`config.mk`:
```
export PLATFORM = sky130hd
export DESIGN_NAME = reg_dump_reader_flat
export DESIGN_NICKNAME = d
export VERILOG_FILES = /design/src/rtl/reg_dump_reader_if.sv /design/src/rtl/reg_dump_reader.sv /design/src/flat_wrapper.sv
export SDC_FILE = /design/constraint.sdc
export NUM_CORES = 1
export LEC_CHECK = 0
export ABC_CLOCK_PERIOD_IN_PS = 1300
export CAP_MARGIN = 20
export CORE_MARGIN = 2
export CORE_UTILIZATION = 38
export CTS_BUF_LIST = sky130_fd_sc_hd__clkbuf_4
export DETAILED_ROUTE_END_ITERATION = 10
export PLACE_DENSITY = 0.85
export REMOVE_ABC_BUFFERS = 1
export SYNTH_ARGS = -nofsm -noshare
export SYNTH_HDL_FRONTEND = slang
export SYNTH_SLANG_ARGS = --single-unit
```
`constraint.sdc`:
```
create_clock -name clk -period 1.3 [get_ports clk]
set_input_delay 0.195 -clock clk [delete_from_list [all_inputs] [get_ports clk]]
set_output_delay 0.195 -clock clk [all_outputs]
set_load 0.01 [all_outputs]
```
`src/rtl/reg_dump_reader_if.sv`:
```
// rtl/reg_dump_reader_if.sv - control, register-file and dump-stream signals of reg_dump_reader
interface reg_dump_reader_if #(
    parameter int XLEN = 32
);
    logic            start_i;
    logic [4:0]      first_i;
    logic [4:0]      last_i;
    logic            abort_i;
    logic [4:0]      rf_addr_o;
    logic [XLEN-1:0] rf_data_i;
    logic            dump_valid_o;
    logic            dump_ready_i;
    logic [4:0]      dump_addr_o;
    logic [XLEN-1:0] dump_data_o;
    logic            dump_last_o;
    logic            busy_o;
    logic            done_o;

    modport slave (
        input  start_i, first_i, last_i, abort_i, rf_data_i, dump_ready_i,
        output rf_addr_o, dump_valid_o, dump_addr_o, dump_data_o, dump_last_o, busy_o, done_o
    );

    modport master (
        output start_i, first_i, last_i, abort_i, rf_data_i, dump_ready_i,
        input  rf_addr_o, dump_valid_o, dump_addr_o, dump_data_o, dump_last_o, busy_o, done_o
    );
endinterface

```
`src/rtl/reg_dump_reader.sv`:
```
// rtl/reg_dump_reader.sv - streams a wrapping range of register-file entries as (index, value) words
module reg_dump_reader #(
    parameter int XLEN = 32
) (
    input  logic               clk,
    input  logic               rst_n,
    reg_dump_reader_if.slave   bus
);
    localparam logic [1:0] ST_IDLE = 2'd0;
    localparam logic [1:0] ST_READ = 2'd1;
    localparam logic [1:0] ST_SEND = 2'd2;
    localparam logic [1:0] ST_DONE = 2'd3;

    logic [1:0]      r_state;
    logic [4:0]      r_idx;
    logic [4:0]      r_end;
    logic [4:0]      r_dump_addr;
    logic [XLEN-1:0] r_dump_data;
    logic            r_dump_last;
    logic            w_handshake;

    assign w_handshake = (r_state == ST_SEND) && bus.dump_ready_i;

    always_ff @(posedge clk) begin
        if (!rst_n) begin
            r_state     <= ST_IDLE;
            r_idx       <= 5'd0;
            r_end       <= 5'd0;
            r_dump_addr <= 5'd0;
            r_dump_data <= '0;
            r_dump_last <= 1'b0;
        end else begin
            case (r_state)
                ST_IDLE: begin
                    if (bus.start_i) begin
                        r_idx   <= bus.first_i;
                        r_end   <= bus.last_i;
                        r_state <= ST_READ;
                    end
                end
                ST_READ: begin
                    if (bus.abort_i) begin
                        r_state <= ST_IDLE;
                    end else begin
                        r_dump_addr <= r_idx;
                        r_dump_data <= bus.rf_data_i;
                        r_dump_last <= (r_idx == r_end);
                        r_state     <= ST_SEND;
                    end
                end
                ST_SEND: begin
                    // abort outranks a handshake landing on the same edge
                    if (bus.abort_i) begin
                        r_state <= ST_IDLE;
                    end else if (w_handshake) begin
                        if (r_idx == r_end) begin
                            r_state <= ST_DONE;
                        end else begin
                            r_idx   <= r_idx + 5'd1;
                            r_state <= ST_READ;
                        end
                    end
                end
                default: begin
                    r_state <= ST_IDLE;
                end
            endcase
        end
    end

    assign bus.rf_addr_o    = r_idx;
    assign bus.dump_valid_o = (r_state == ST_SEND);
    assign bus.dump_addr_o  = r_dump_addr;
    assign bus.dump_data_o  = r_dump_data;
    assign bus.dump_last_o  = r_dump_last;
    assign bus.busy_o       = (r_state != ST_IDLE);
    assign bus.done_o       = (r_state == ST_DONE);
endmodule

```
`src/flat_wrapper.sv`:
```
// flat-port wrapper written by rule: the top's interface ports become plain ports
module reg_dump_reader_flat 
#(
    parameter int XLEN = 32
)
  (clk, rst_n, bus_start_i, bus_first_i, bus_last_i, bus_abort_i, bus_rf_data_i, bus_dump_ready_i, bus_rf_addr_o, bus_dump_valid_o, bus_dump_addr_o, bus_dump_data_o, bus_dump_last_o, bus_busy_o, bus_done_o);
  reg_dump_reader_if #(.XLEN(XLEN)) bus_i ();
  input  logic clk;
  input  logic rst_n;
  input wire logic [$bits(bus_i.start_i)-1:0] bus_start_i;
  input wire logic [$bits(bus_i.first_i)-1:0] bus_first_i;
  input wire logic [$bits(bus_i.last_i)-1:0] bus_last_i;
  input wire logic [$bits(bus_i.abort_i)-1:0] bus_abort_i;
  input wire logic [$bits(bus_i.rf_data_i)-1:0] bus_rf_data_i;
  input wire logic [$bits(bus_i.dump_ready_i)-1:0] bus_dump_ready_i;
  output wire logic [$bits(bus_i.rf_addr_o)-1:0] bus_rf_addr_o;
  output wire logic [$bits(bus_i.dump_valid_o)-1:0] bus_dump_valid_o;
  output wire logic [$bits(bus_i.dump_addr_o)-1:0] bus_dump_addr_o;
  output wire logic [$bits(bus_i.dump_data_o)-1:0] bus_dump_data_o;
  output wire logic [$bits(bus_i.dump_last_o)-1:0] bus_dump_last_o;
  output wire logic [$bits(bus_i.busy_o)-1:0] bus_busy_o;
  output wire logic [$bits(bus_i.done_o)-1:0] bus_done_o;
  assign bus_i.start_i = bus_start_i;
  assign bus_i.first_i = bus_first_i;
  assign bus_i.last_i = bus_last_i;
  assign bus_i.abort_i = bus_abort_i;
  assign bus_i.rf_data_i = bus_rf_data_i;
  assign bus_i.dump_ready_i = bus_dump_ready_i;
  assign bus_rf_addr_o = bus_i.rf_addr_o;
  assign bus_dump_valid_o = bus_i.dump_valid_o;
  assign bus_dump_addr_o = bus_i.dump_addr_o;
  assign bus_dump_data_o = bus_i.dump_data_o;
  assign bus_dump_last_o = bus_i.dump_last_o;
  assign bus_busy_o = bus_i.busy_o;
  assign bus_done_o = bus_i.done_o;
  reg_dump_reader #(.XLEN(XLEN)) u_core (.clk(clk), .rst_n(rst_n), .bus(bus_i));
endmodule
```
==> flow_metrics.py <==
metrics = {
    "outcome": {
        "status": "finished with violations",
        "violations": "setup timing",
    },
    "layout": {
        "syn_to_final_growth_pct": 95.6,
        "multi_input_area_sq_um": 1480,
        "diodes": 0,
        "final_nets": 415,
        "num-fill-cells": 341,
        "ff_latch_area_sq_um": 1040,
        "drive_gt1_frac": 0.478,
    },
    "setup_path": {
        "crit_fanout": 5,
        "arrival_ps": 1710,
        "path_class": "flop to flop",
        "worst_setup_path_start_kind": "flop",
        "crit_slowest_cell": "or3_4",
        "end_kind": "flop",
        "path_cells": "buf_6 > xor2_4 > or3_4 > o21ai_4 > o22ai_2",
        "cp.required_ps": 1580,
        "max_stage_delay_ps": 370,
    },
    "sta": {
        "maxSlewViolCount": 0,
        "fmax_mhz": 696,
        "setup_viol_count_final": 45,
        "layout_setup_ws_ps": -138,
        "tightest_slew_ps": 301,
        "min_period_ps": 1440,
        "fin_crit_sh": 1.11,
        "skew_ps": 7.07,
        "rsz0062_at_grt": "true",
        "final_hold_viol_count": 0,
        "slew-limit-headroom": 0.799,
    },
    "clocking": {
        "path_clk_slew_ps": 150,
        "htree_levels": 2,
        "cts_tree": "done",
        "cts_buffers": 5,
        "cts-root-buf": "clkbuf_4",
        "cts_sinks": 50,
        "insertion_delay_ps": 380,
        "cts-hold-fix-buffers": 0,
        "cts_buffer_depth": 2,
    },
    "routing": {
        "drt_iter0_markers": 75,
        "num_vias": 2212,
        "drt-met1-wl_microns": 2990,
        "wl_met2_microns": 4010,
        "dr.pass1.iters": 4,
        "viasPerCell": 5.05,
        "top_layer": "met4",
        "antenna_left": 0,
        "routed_wl_microns": 7400,
        "route.met3.wl_microns": 302,
        "wl_per_cell_microns": 16.9,
        "drc_errors": 0,
    },
    "worst_hold_path": {
        "hold_path_class": "input pin to flop",
    },
    "place": {
        "gp_congestion": 0.849,
        "portBuffers": 92,
        "dpl.hpwl_microns": 4170,
        "pre_cts_slack_ps": -489,
    },
    "yosys": {
        "synth.most_common_cell": "nand2_1",
        "yosysWarnings": 0,
        "synth_flop_cell": "dfxtp_1",
        "synth_area_sq_um": 2030,
        "synth_top_cells_by_count": "nand2_1, dfxtp_1, a21oi_1",
        "synth_top_cell_by_area": "dfxtp_1",
        "synth-seq-cells": 50,
        "async_flop_share": 0,
        "synth_cells": 249,
        "synth-edff-count": 0,
        "yosys-top-cells-area": "dfxtp_1, nand2_1, a21oi_1",
        "ys_types": 36,
        "yosysSeqAreaShare": 0.492,
        "netlist.area_leader.share": 0.492,
        "avgSynthCellArea_sq_um": 8.17,
    },
    "global_routing": {
        "grt_pass1_wl_microns": 10800,
        "grt_max_degree": 39,
        "grt_pass1_vias": 2213,
        "antenna_found_initial": 0,
        "overflow": 0,
        "grt_usage": 0.230,
    },
    "flow_run": {
        "cap_viol_max_count": 0,
    },
    "die": {
        "row_count": 26,
        "die_width_microns": 77.1,
        "dieArea_sq_um": 5950,
        "die_h_microns": 77.1,
        "floorplan.initialDensity": 0.396,
        "core_sq_um": 5140,
        "io_pins": 93,
    },
    "power": {
        "finalPower_w": 0.00331,
        "p_per_area_nw_per_um2": 832,
        "ir_drop_v": 0.000686,
        "leakage_nw": 1.61,
    },
}
-- flip-flops by register name, indices dropped and copies added (netlist names) --
signal,count
u_core.bus.dump_addr_o,5
u_core.bus.dump_data_o,32
u_core.bus.dump_last_o,1
u_core.bus.rf_addr_o,5
u_core.r_end,5
u_core.r_state,2
-- where the power goes --
part           leakage, nW  switching, W  internal [W]
combinational         1.16      0.000411      0.000502
clock               0.0286      0.000518      0.000202
sequential           0.421     0.0000720       0.00160
total                 1.61       0.00100       0.00231
-- area by class of cell --
type	count	share of cell area
Timing Repair Buffer	126	0.328
Inverter	2	0.00252
Clock buffer	5	0.00944
Tap cell	70	0.0220
Sequential cell	50	0.263
Multi-Input combinational cell	182	0.371
Clock inverter	3	0.00409
-- per-layer routing --
layer,up-vias,global-route usage
li1,1073,-
met1,1057,0.278
met2,75,0.406
met3,7,0.0318
met4,0,0.0982
met5,-,0
-- critical path: cells and delay by family, from the launching register on --
| family | cells | cell delay (ps) |
|---|---|---|
| xor+xnor | 1 | 160 |
| simple gates | 1 | 370 |
| compound gates | 2 | 330 |
| buf+inv | 1 | 120 |
| flops | 1 | 350 |
-- cell usage in the layout (no fill, tap or decap), types with 3 or more instances in the layout --
cell type        count
dlygate4sd2_1       38
a21oi_1              4
dfxtp_2             29
buf_6               11
nand2_1             44
buf_4               15
clkbuf_4             5
clkdlybuf4s50_1     46
o22ai_1              3
nand3_1              4
a21oi_2             36
nor3_1               3
dfxtp_1             19
clkdlybuf4s15_2      3
buf_12               7
nand2_4             37
nor2_1               8
mux2i_1              7
-- final timing paths --
kind,startpoint,slack [ps],end,cells past startpoint
worst min-delay path,bus_rf_data_i[28],350,u_core.bus.dump_data_o[28],3
worst max-delay path,u_core.bus.rf_addr_o[0],-140,u_core.bus.rf_addr_o[4],5
worst max register to register,u_core.bus.rf_addr_o[0],-140,u_core.bus.rf_addr_o[4],5
worst min register to register,u_core.bus.dump_data_o[18],470,u_core.bus.dump_data_o[18],2
-- metrics by stage --
step / cells / area, sq um / util / hold slack, ps / setup TNS [ps]
after floorplan: 234 / 1950 / - / 278 / -29450
after global placement: 419 / 3180 / 0.618 / 441 / -8690
after detailed placement: 419 / 3180 / 0.618 / 446 / -9920
after CTS: 439 / 3650 / 0.710 / 349 / -6100
after global routing: 438 / 3980 / 0.774 / 356 / -6270
final: 438 / 3980 / 0.774 / 353 / -4530
-- cell families (layout without fill, tap and decap cells) --
kind of cell | count (synthesis) | in the layout | synth area share
AO/OA/AOI/OAI | 55 | 55 | 0.158
XOR/XNOR | 5 | 5 | 0.0215
adder cells (fa/ha/maj) | 1 | 1 | 0.00615
buffers and inverters | 17 | 136 | 0.0431
flip-flops | 50 | 50 | 0.492
multiplexers | 7 | 7 | 0.0345
AND/OR/NAND/NOR | 114 | 114 | 0.245
-- timing repair --
item | CTS | global route
gates cloned | 6 | 2
endpoints found under the setup margin | 93 | 65
buffers inserted | 6 | 3
resized for setup | 141 | 126
pin swaps | 41 | 48
Power figures use the tool's default switching activity.
==> RTL change, RTL diff (same settings) <==
`XLEN` is set to 32 in 3 places; all go to 16.
--- a/src/rtl/reg_dump_reader_if.sv
+++ b/src/rtl/reg_dump_reader_if.sv
@@ -2,3 +2,3 @@
 interface reg_dump_reader_if #(
-    parameter int XLEN = 32
+    parameter int XLEN = 16
 );
--- a/src/rtl/reg_dump_reader.sv
+++ b/src/rtl/reg_dump_reader.sv
@@ -2,3 +2,3 @@
 module reg_dump_reader #(
-    parameter int XLEN = 32
+    parameter int XLEN = 16
 ) (
--- a/src/flat_wrapper.sv
+++ b/src/flat_wrapper.sv
@@ -3,3 +3,3 @@
 #(
-    parameter int XLEN = 32
+    parameter int XLEN = 16
 )
Ports: changed (resized bus_dump_data_o and bus_rf_data_i); port bits go from 93 to 61. No check against the original RTL was run, so the function may have changed too.
==> RTL change against the original RTL <==
  * The run still ends with negative setup slack left
  * Sequential share of layout area grew 2.7 points
  * Maximum frequency grew 0.48%
  * Routed wire length fell by 46%
  * Area after synthesis fell by 28%
  * First-iteration DRC count increased by 16%
  * Setup slack better by 0.0069 ns
  * Final area decreased by 40%
  * Hold slack better by 0.037 ns
  * Sequential cell count decreased by 16
  * Total power decreased by 31%
  * Critical path type unchanged
  * Largest cell class unchanged
==> RTL change: results (changes against the original RTL) <==
| Metric | Value |
|---|---|
| Outcome | `finished, violations left (unchanged)` |
| Failing checks | `negative setup slack (unchanged)` |
| Peak VDD IR | `0.664 mV (was 0.686 mV)` |
| Fin nets | `291 (was 415)` |
| Net Switching | `681 uW (was 1.00 mW)` |
| Root Buffer | `clkbuf_4 (unchanged)` |
| GRT Util Overall | `0.200 (was 0.230)` |
| Worst slew pin tran | `0.313 ns (was 0.301 ns)` |
| WL met3 | `284 um (was 302 um)` |
| Largest net degree at the start of global routing | `23 (was 39)` |
| Sw Ratio | `0.297 (was 0.302)` |
| DR vias/cell | `4.92 (was 5.05)` |
| Clk pwr share | `0.253 (was 0.218)` |
| Peak fanout along the critical path | `5 (unchanged)` |
| Async SR Flop Fraction | `0 (unchanged)` |
| Met3 Usage GRT | `0.0511 (was 0.0318)` |
| Placed Instance Area | `2270 um2 (was 3180 um2)` |
| Skew final | `0.00606 ns (was 0.00707 ns)` |
| Initial antenna violation count | `0 (unchanged)` |
| Placed cells | `298 (was 419)` |
| Filler Cell Count | `349 (was 341)` |
| Commonest cells in the netlist | `nand2_1, dfxtp_1, a21oi_1 (unchanged)` |
| Sequential share of the synthesized area | `0.462 (was 0.492)` |
| Via Count | `1516 (was 2212)` |
| Worst setup margin | `-0.131 ns (was -0.138 ns)` |
| Met1 usage | `0.248 (was 0.278)` |
| Num CTS Buffers | `5 (unchanged)` |
| 1st-iter DRT viols | `87 (was 75)` |
| Avg Cell Area, Syn | `8.23 um2 (was 8.17 um2)` |
| # setup viols final | `11 (was 45)` |
| Area contributors post-synth | `dfxtp_1, nand2_1, a21oi_1 (unchanged)` |
| P_leak | `1.02 nW (was 1.61 nW)` |
| Crit path DAT | `1.66 ns (was 1.71 ns)` |
| M1 WL | `1.70 mm (was 2.99 mm)` |
| First-pass GRT wire length | `6.62 mm (was 10.8 mm)` |
| Yosys warns | `0 (unchanged)` |
| Synth unique cells | `35 (was 36)` |
| Routing usage on met2 | `0.324 (was 0.406)` |
| Clock latency on the worst-skew pair | `0.34 ns (was 0.38 ns)` |
| Wire length on met2 | `1.98 mm (was 4.01 mm)` |
| Clk buf depth | `2 (unchanged)` |
| GP Congestion | `0.893 (was 0.849)` |
| Max reg flops | `16 (was 32)` |
| Clock transition at path regs | `0.11 ns (was 0.15 ns)` |
| Share of layout cells above drive strength 1 | `0.235 (was 0.478)` |
| Combinational share of power | `0.252 (was 0.276)` |
| DP HPWL | `2.82 mm (was 4.17 mm)` |
| Final wirelength | `3.99 mm (was 7.40 mm)` |
| Input/output buffers | `60 (was 92)` |
| H-tree lvl count | `2 (unchanged)` |
RTL change: cell types whose count changed in the layout (fill, tap and decap cells not counted), moves of 6 or more:
cell | unedited run | this run
a21oi_1 | 4 | 25
clkdlybuf4s50_1 | 46 | 30
a21oi_2 | 36 | 0
buf_6 | 11 | 3
dlygate4sd2_1 | 38 | 22
nand2_1 | 44 | 50
dfxtp_1 | 19 | 27
nand2_4 | 37 | 0
dfxtp_2 | 29 | 6
RTL change: final cells by class:
| class | instances | area (um2) | share of cell area |
|---|---|---|---|
| sequential | 34 | 692 | 0.290 |
| multi-input combinational | 134 | 827 | 0.347 |
| tap | 48 | 60.1 | 0.0252 |
| clock buffer | 5 | 37.5 | 0.0157 |
| timing repair buffer | 82 | 742 | 0.311 |
| inverter | 2 | 10.0 | 0.00420 |
| clock inverter | 3 | 16.3 | 0.00682 |
RTL change: worst paths after layout:
| path | startpoint | end | slack, ns | cells after the start |
|---|---|---|---|---|
| setup / recovery | u_core.bus.rf_addr_o[0]$_SDFFE_PN0P_ | u_core.bus.rf_addr_o[3]$_SDFFE_PN0P_ | -0.13 | 5 |
| hold / removal | bus_rf_data_i[0] | u_core.bus.dump_data_o[0]$_SDFFE_PN0P_ | 0.39 | 3 |
| setup reg to reg | u_core.bus.rf_addr_o[0]$_SDFFE_PN0P_ | u_core.bus.rf_addr_o[3]$_SDFFE_PN0P_ | -0.13 | 5 |
| hold reg to reg | u_core.bus.dump_data_o[7]$_SDFFE_PN0P_ | u_core.bus.dump_data_o[7]$_SDFFE_PN0P_ | 0.46 | 2 |
RTL change: worst max-delay path, cell delays in order, from the launching register on:
cell	delay [ns]
dfxtp_2	0.34
buf_6	0.13
xor2_4	0.15
or3_4	0.37
o21ai_4	0.22
o22ai_1	0.12
RTL change: what timing repair did:
action,CTS,global route
cloned,0,0
pin swaps,7,2
endpoints found under the setup margin,36,40
gates resized for setup,63,13
buffers inserted,2,0
hold buffers,0,0
RTL change: cells by family (layout without fill, tap and decap cells):
| kind of cell | count (synthesis) | count (layout) | synth area share |
|---|---|---|---|
| compound gates | 39 | 39 | 0.163 |
| flops | 34 | 34 | 0.462 |
| buf+inv | 11 | 92 | 0.0356 |
| mux | 7 | 7 | 0.0475 |
| xor+xnor | 5 | 5 | 0.0297 |
| fa+ha+maj | 1 | 1 | 0.00849 |
| simple gates | 82 | 82 | 0.254 |
RTL change: stage by stage:
step | hold WS, ns | utilization | TNS, ns | setup WS, ns
final | 0.389 | 0.647 | -0.694 | -0.131
after global routing | 0.391 | 0.647 | -2.50 | -0.165
after CTS | 0.379 | 0.640 | -0.518 | -0.105
after detailed placement | 0.447 | 0.614 | -6.03 | -0.452
after global placement | 0.441 | 0.614 | -5.63 | -0.395
after floorplan | 0.278 | - | -6.32 | -0.333
